File: src/rtl/xbee_frame_parser.sv
// xbee_frame_parser: turns the XBee receiver byte stream into framed commands.
// Frame format: SOF, length (1..MAX_LEN), payload bytes, checksum, where a
// good frame has (sum(payload) + checksum) mod 256 == 8'hFF. The payload is
// written into an internal buffer as it arrives and is readable combinationally.
//
// Handshake: rx_ready is a level from the receiver that rises once per byte and
// stays high until the next start bit; one byte is consumed on its rising edge
// only. frame_valid / frame_err are single-cycle pulses with no back-pressure;
// the consumer must read the buffer after frame_valid and before the next SOF.
module xbee_frame_parser #(
  parameter int          MAX_LEN        = 16,
  parameter logic [7:0]  SOF_BYTE       = 8'h7E,
  parameter int          TIMEOUT_CYCLES = 1_000_000,
  localparam int         AW             = (MAX_LEN > 1) ? $clog2(MAX_LEN) : 1
) (
  input  logic          clk,
  input  logic          reset,
  input  logic [7:0]    rx_data,
  input  logic          rx_ready,
  input  logic [AW-1:0] rd_addr,
  output logic [7:0]    rd_data,
  output logic [7:0]    frame_len,
  output logic          frame_valid,
  output logic          frame_err,
  output logic [1:0]    err_code,
  output logic          busy
);

  localparam int TW = $clog2(TIMEOUT_CYCLES + 1);
  localparam logic [TW-1:0] TMO_LAST  = TW'(TIMEOUT_CYCLES - 1);
  localparam logic [7:0]    MAX_LEN_B = 8'(MAX_LEN);

  localparam logic [1:0] HUNT    = 2'd0;
  localparam logic [1:0] LEN     = 2'd1;
  localparam logic [1:0] PAYLOAD = 2'd2;
  localparam logic [1:0] CSUM    = 2'd3;

  localparam logic [1:0] ERR_NONE = 2'd0;
  localparam logic [1:0] ERR_LEN  = 2'd1;
  localparam logic [1:0] ERR_CSUM = 2'd2;
  localparam logic [1:0] ERR_TMO  = 2'd3;

  logic [1:0]    state_q, state_d;
  logic          rx_ready_q;
  logic [7:0]    len_q, len_d;
  logic [7:0]    count_q, count_d;
  logic [7:0]    csum_q, csum_d;
  logic [TW-1:0] timer_q, timer_d;
  logic [7:0]    frame_len_q, frame_len_d;
  logic [1:0]    err_code_q, err_code_d;
  logic          frame_valid_q, frame_valid_d;
  logic          frame_err_q, frame_err_d;
  logic          wr_en;
  logic          byte_stb;
  logic          timeout;
  logic [7:0]    csum_final;

  // Payload buffer, sized to a power of two so every rd_addr value is in range.
  logic [7:0] mem [0:(1<<AW)-1];

  assign byte_stb   = rx_ready & ~rx_ready_q;
  assign timeout    = (timer_q == TMO_LAST);
  assign csum_final = csum_q + rx_data;

  // Next-state logic: frame FSM, checksum/count accumulation and inter-byte timer.
  always_comb begin
    state_d       = state_q;
    len_d         = len_q;
    count_d       = count_q;
    csum_d        = csum_q;
    timer_d       = timer_q;
    frame_len_d   = frame_len_q;
    err_code_d    = err_code_q;
    frame_valid_d = 1'b0;
    frame_err_d   = 1'b0;
    wr_en         = 1'b0;

    if (state_q != HUNT) begin
      timer_d = byte_stb ? '0 : timer_q + 1'b1;
    end

    case (state_q)
      HUNT: begin
        timer_d = '0;
        if (byte_stb && rx_data == SOF_BYTE) begin
          csum_d  = '0;
          count_d = '0;
          state_d = LEN;
        end
      end
      LEN: begin
        // SOF_BYTE here is just a length value; there is no escaping.
        if (byte_stb) begin
          if (rx_data != 8'd0 && rx_data <= MAX_LEN_B) begin
            len_d   = rx_data;
            state_d = PAYLOAD;
          end else begin
            frame_err_d = 1'b1;
            err_code_d  = ERR_LEN;
            state_d     = HUNT;
          end
        end else if (timeout) begin
          frame_err_d = 1'b1;
          err_code_d  = ERR_TMO;
          state_d     = HUNT;
        end
      end
      PAYLOAD: begin
        if (byte_stb) begin
          wr_en   = 1'b1;
          csum_d  = csum_q + rx_data;
          count_d = count_q + 8'd1;
          if (count_d == len_q) begin
            state_d = CSUM;
          end
        end else if (timeout) begin
          frame_err_d = 1'b1;
          err_code_d  = ERR_TMO;
          state_d     = HUNT;
        end
      end
      CSUM: begin
        if (byte_stb) begin
          if (csum_final == 8'hFF) begin
            frame_len_d   = len_q;
            frame_valid_d = 1'b1;
            err_code_d    = ERR_NONE;
          end else begin
            frame_err_d = 1'b1;
            err_code_d  = ERR_CSUM;
          end
          state_d = HUNT;
        end else if (timeout) begin
          frame_err_d = 1'b1;
          err_code_d  = ERR_TMO;
          state_d     = HUNT;
        end
      end
      default: state_d = HUNT;
    endcase
  end

  // State registers; rx_ready_q resets high so an idle-high receiver gives no strobe.
  always_ff @(posedge clk or posedge reset) begin
    if (reset) begin
      state_q       <= HUNT;
      rx_ready_q    <= 1'b1;
      len_q         <= '0;
      count_q       <= '0;
      csum_q        <= '0;
      timer_q       <= '0;
      frame_len_q   <= '0;
      err_code_q    <= ERR_NONE;
      frame_valid_q <= 1'b0;
      frame_err_q   <= 1'b0;
    end else begin
      state_q       <= state_d;
      rx_ready_q    <= rx_ready;
      len_q         <= len_d;
      count_q       <= count_d;
      csum_q        <= csum_d;
      timer_q       <= timer_d;
      frame_len_q   <= frame_len_d;
      err_code_q    <= err_code_d;
      frame_valid_q <= frame_valid_d;
      frame_err_q   <= frame_err_d;
    end
  end

  // Payload write in place; contents are not reset and an aborted frame leaves debris.
  always_ff @(posedge clk) begin
    if (wr_en) begin
      mem[count_q[AW-1:0]] <= rx_data;
    end
  end

  assign rd_data     = mem[rd_addr];
  assign frame_len   = frame_len_q;
  assign frame_valid = frame_valid_q;
  assign frame_err   = frame_err_q;
  assign err_code    = err_code_q;
  assign busy        = (state_q != HUNT);

endmodule

File: config.mk
export PLATFORM = sky130hd
export DESIGN_NAME = xbee_frame_parser
export DESIGN_NICKNAME = d
export VERILOG_FILES = /design/src/rtl/xbee_frame_parser.sv
export SDC_FILE = /design/constraint.sdc
export NUM_CORES = 1
export LEC_CHECK = 0
export CAP_MARGIN = 30
export CORE_MARGIN = 2
export CORE_UTILIZATION = 60
export CTS_CLUSTER_DIAMETER = 200
export CTS_CLUSTER_SIZE = 28
export DETAILED_ROUTE_END_ITERATION = 7
export PLACE_DENSITY = 0.79
export SLEW_MARGIN = 10
export SYNTH_ARGS = -nofsm -noshare
export SYNTH_HDL_FRONTEND = slang
export SYNTH_SLANG_ARGS = --single-unit
File: constraint.sdc
create_clock -name clk -period 5.2 [get_ports clk]
set_input_delay 0.78 -clock clk [delete_from_list [all_inputs] [get_ports clk]]
set_output_delay 0.78 -clock clk [all_outputs]
set_load 0.01 [all_outputs]
# Word-level counts from Yosys, hierarchy flattened
# Memory sizes are Yosys's and may differ from the RTL's.
# Cells that the tools add are included.
# totals
word_cells	79
ramBits	128
register_bits	59
output_inout_bits	21
n_memories	1
in_bits	15
# op_classes
muxes	37
n_lt_le_gt_ge	1
n_eq_ne	12
n_reduce_logical	13
add_sub_neg	3
bitwise	2
# mem_list
memory	words	width	rd	rd_ports_with_merged_regs	wr	line	rtl
mem	16	8	1	0	1	59	logic [7:0] mem [0:(1<<AW)-1];
# op_table
operator	n
two-way mux 20 bit	3
case mux 8 bit (2 select lines)	2
two-way mux 2 bit	13
two-way mux 8 bit	3
adder 20 x 1 -> 20 bit, second input constant	1
== test 20 bit, second input constant	1
two-way mux 1 bit	13
AND reduction 3 bit	4
adder 8 x 1 -> 8 bit, second input constant	1
adder 8 bit	1
== test 8 x 7 -> 1 bit, second input constant	1
== test 8 bit	1
== test 8 bit, second input constant	1
less-or-equal comparator 8 x 5 -> 1 bit, second input constant	1
case mux 2 bit (4 select lines)	1
nonzero test 8 bit	1
inequality test 2 bit, second input constant	3
inequality test 3 bit, second input constant	2
case mux 2 bit (3 select lines)	1
nonzero test 2 bit	3
== test 2 bit, second input constant	2
case mux 1 bit (3 select lines)	1
nonzero test 3 bit	1
== test 2 x 1 -> 1 bit, second input constant	1
other kinds (5)	6

# Depth between registers and ports, before layout
# depth
ltp_word	6
mapped_depth	7
ltp_nobuf	7

# Worst setup path before layout
# No wires, ideal clock.
# synth_path
kind	input-to-output
startpoint	in rd_addr[0]
endpoint	out rd_data[0]
n_path_buf	2
path_stages	4
t_required_ps	4420
setup_slack_ps	2098
t_arrival_ps	2322
cell_sequence	clkbuf_1 -> buf_2 -> mux4_2 -> mux4_2
# synth_via
elab_chain_len	1
# synth_rtl
element	line	rtl
from (decl)	20	input logic [AW-1:0] rd_addr,
memory (16 x 8 bit)	-	
to (decl)	21	output logic [7:0] rd_data,
# No other way between the ends.

# Worst setup path in the final report
# layout_path
startpoint	in rd_addr[0]
endpoint	out rd_data[7]
# The elaborated chain is that of the path after synthesis.

==> results.sh <==
export IMPL_worstPathArrival_ns=3.14
export IMPL_finalHoldViolations=0
export IMPL_synth_top_cell_area_share_pct=47.6
export IMPL_wl_um=17000
export IMPL_drtAntennaViolNets=0
export IMPL_hpwlAfterDp_um=10800
export IMPL_die_area_um2=14400
export IMPL_io_buffers=35
export IMPL_synth_top_cell_by_area="edfxtp_1"
export IMPL_synth_edff_count=128
export IMPL_vias=4679
export IMPL_grt_usage_pct=25.6
export IMPL_syn_nets=548
export IMPL_start_kind="primary input"
export IMPL_grt_use_met1_pct=34.0
export IMPL_die_width_um=120
export IMPL_grt_pass1_wl_um=27200
export IMPL_dr_pass1_iters=5
export IMPL_use_met3_pct=5.51
export IMPL_clk_latency_ns=0.43
export IMPL_die_height_um=120
export IMPL_p_per_area_nw_per_um2=342
export IMPL_post_cts_repair_setup_buffers=0
export IMPL_cp_end_kind="output port"
export IMPL_cts_hold_buf=0
export IMPL_fmax_mhz=255
export IMPL_area_growth_pct=15.5
export IMPL_tns_ns=0
export IMPL_irDropWorstVdd_mv=0.210
export IMPL_synth_top_flop_cell="edfxtp_1"
export IMPL_cpPeakStageDelay_ns=0.54
export IMPL_crit_top_cell="mux4_2"
export IMPL_rows=42
export IMPL_hold_start="frame_len[3]"
export IMPL_slowest_stage="mux4_2"
export IMPL_hold_path_class="reg2reg"
export IMPL_vias_per_cell=6.14
export IMPL_drv_max_cap_violation_count=0
export IMPL_async_flop_share_pct=31.6
export IMPL_clock_tree_htree_level_count=4
export IMPL_core_area_um2=13200
export IMPL_netlist_area_um2=8080
export IMPL_routabilityCongestion=0.853
export IMPL_path_max_fanout=19
export IMPL_clock_root_buffer="clkbuf_16"
export IMPL_antenna_found_initial=0
export IMPL_r2r_setup_slack_ns=2.30
export IMPL_diodes=0
export IMPL_synth_cell_type_count=54
export IMPL_syn_inst=520
export IMPL_rsz0062_at_grt="no"
export IMPL_gr_max_usage_layer="met2"
export IMPL_drc=0
export IMPL_finalSetupViolCount=0
export IMPL_worst_r2r_path_depth=7
export IMPL_nNetsFinal=601
export IMPL_reg2reg_to="frame_len[6]"
export IMPL_period_needed_ns=3.92
export IMPL_skew_ns=0.00920
export IMPL_worstHoldEndpoint="frame_len[3]"
export IMPL_clkSlewWorstSetupHoldPaths_ns=0.06
export IMPL_ys_top_cells_by_area="edfxtp_1 (48%), dfrtp_1 (18%), mux4_2 (11%), xnor2_1 (2.2%), nor2_1 (2.1%)"
export IMPL_outcome="completed"
export IMPL_p_leak_nw=3.30
export IMPL_final_instance_count_excl_fill=762
export IMPL_grt_max_degree=60
export IMPL_cts_sinks=187
export IMPL_worst_setup_path_type="in2out"
export IMPL_cts_tree="built"
export IMPL_ctsLongestPathBuffers=2
export IMPL_fill_cells=871
export IMPL_initial_core_util_pct=61.2
export IMPL_yosysSeqAreaShare_pct=65.9
export IMPL_grt_ovfl_total=0
export IMPL_grt_pass1_vias=4873
export IMPL_slew_headroom_pct=31.9
export IMPL_hold_path_depth=1
export IMPL_required_ns=4.42
export IMPL_yosysWarningCount=0
export IMPL_place_inst=726
export IMPL_synth_seq_cells=187
export IMPL_cp_cell_sequence="buf_2 -> buf_4 -> mux4_2 -> mux4_2 -> clkdlybuf4s50_1"
export IMPL_tightest_slew_ns=1.02
export IMPL_drive_gt1_share_pct=19.1
export IMPL_final_max_slew_violation_count=0
export IMPL_wl_per_cell_um=22.4
export IMPL_min_period_over_period_pct=75.4
export IMPL_rr_startpoint="csum_q[0]"
export IMPL_cts_resized_gates=0
export IMPL_cts_buffers=17
export IMPL_io_pins=36
export IMPL_drtIter0Drc=468
export IMPL_gr_usage_met2_pct=42.6
export IMPL_synth_avg_cell_area_um2=15.5
logic make-up (layout without fill, tap and decap cells):
kind of cell    after synthesis  count (layout)  synth area share, %
buf+inv                      28              94                 1.35
fa+ha+maj                    13              13                 2.11
simple gates                147             147                 9.12
compound gates               60              60                 5.10
mux                          53              53                 13.0
xor+xnor                     32              32                 3.47
flops                       187             187                 65.9
final cells by class:
type	instances	area [um2]	share of cell area (%)
clock buffer	18	429	4.60
sequential	187	5320	57.0
clock inverter	14	194	2.08
timing repair buffer	53	478	5.12
tap	176	220	2.36
multi-input combinational	305	2650	28.4
inverter	9	33.8	0.362
report_power, final:
part / switching (mW) / internal [mW]
clock network: 0.551 / 0.807
registers: 0.0132 / 1.60
logic: 0.120 / 0.0978
cell usage after synthesis, types with 2 or more instances:
master	number
a21oi_1	8
and2_1	4
and3_1	6
buf_1	2
buf_2	3
clkbuf_1	14
dfrtp_1	58
edfxtp_1	128
ha_1	12
inv_1	9
mux2_2	13
mux4_2	40
nand2_1	32
nand2b_1	4
nand3_1	10
nand4_1	5
nand4b_1	3
nor2_1	45
nor2b_1	3
nor3_1	13
nor3b_1	2
nor4_1	7
o211ai_1	2
o21ai_0	22
o22ai_1	7
o31ai_1	6
or3_1	5
xnor2_1	20
xor2_1	12
placed cells by master, fill, tap and decap left out, drive strengths merged, types with 2 or more instances in the layout:
| cell type | instances |
|---|---|
| clkinv | 4 |
| buf | 18 |
| nand3 | 10 |
| xnor2 | 20 |
| o21ai | 23 |
| nor4 | 8 |
| nor3b | 2 |
| nand2 | 32 |
| o211ai | 3 |
| a21oi | 8 |
| nor2 | 45 |
| dfrtp | 58 |
| and3 | 6 |
| inv | 12 |
| edfxtp | 128 |
| nor2b | 3 |
| mux4 | 40 |
| mux2 | 13 |
| clkbuf | 19 |
| a211oi | 3 |
| a311oi | 2 |
| clkinvlp | 3 |
| nand4b | 3 |
| ha | 12 |
| and2 | 4 |
| clkdlybuf4s50 | 34 |
| nor3 | 13 |
| xor2 | 12 |
| o31ai | 6 |
| nand4 | 5 |
| bufinv | 4 |
| nand2b | 4 |
| o22ai | 7 |
| or3 | 5 |
flip-flops by register name (all words and copies together), names as in the netlist:
name	flops
mem	128
timer_q	20
count_q	8
csum_q	8
frame_len	8
len_q	8
err_code	2
state_q	2
frame_err	1
frame_valid	1
rx_ready_q	1
metal layers:
layer	up-vias	wire length, um
met1	2352	6940
met2	193	8830
met5	-	0
met4	0	284
met3	23	980
li1	2111	-
how the worst max path moves through the flow:
stage,start,end,slack [ns]
3_5_place_dp,rx_data[1],frame_len[6],1.11
3_3_place_gp,rx_data[1],frame_len[3],1.23
4_1_cts,rd_addr[0],rd_data[1],1.24
6_report,rd_addr[0],rd_data[7],1.28
2_1_floorplan,rd_addr[0],rd_data[0],2.10
5_1_grt,rd_addr[0],rd_data[7],1.16
metrics by stage:
stage | cell area [um2] | setup slack (ns) | util, % | power, mW | hold WS [ns]
finish | 9330 | 1.28 | 70.7 | 3.19 | 0.517
global route | 9330 | 1.16 | 70.7 | 3.29 | 0.531
CTS | 9300 | 1.24 | 70.5 | 3.21 | 0.515
detailed placement | 8680 | 1.11 | 65.8 | 1.87 | 0.502
global placement | 8670 | 1.23 | 65.7 | 1.86 | 0.486
floorplan | 8080 | 2.10 | - | 1.79 | 0.475
worst max-delay path, delay by kind of cell:
| family | cells | cell delay (ns) |
|---|---|---|
| buffers and inverters | 3 | 1.33 |
| muxes | 2 | 1.02 |
(Power assumes the default switching activity.)
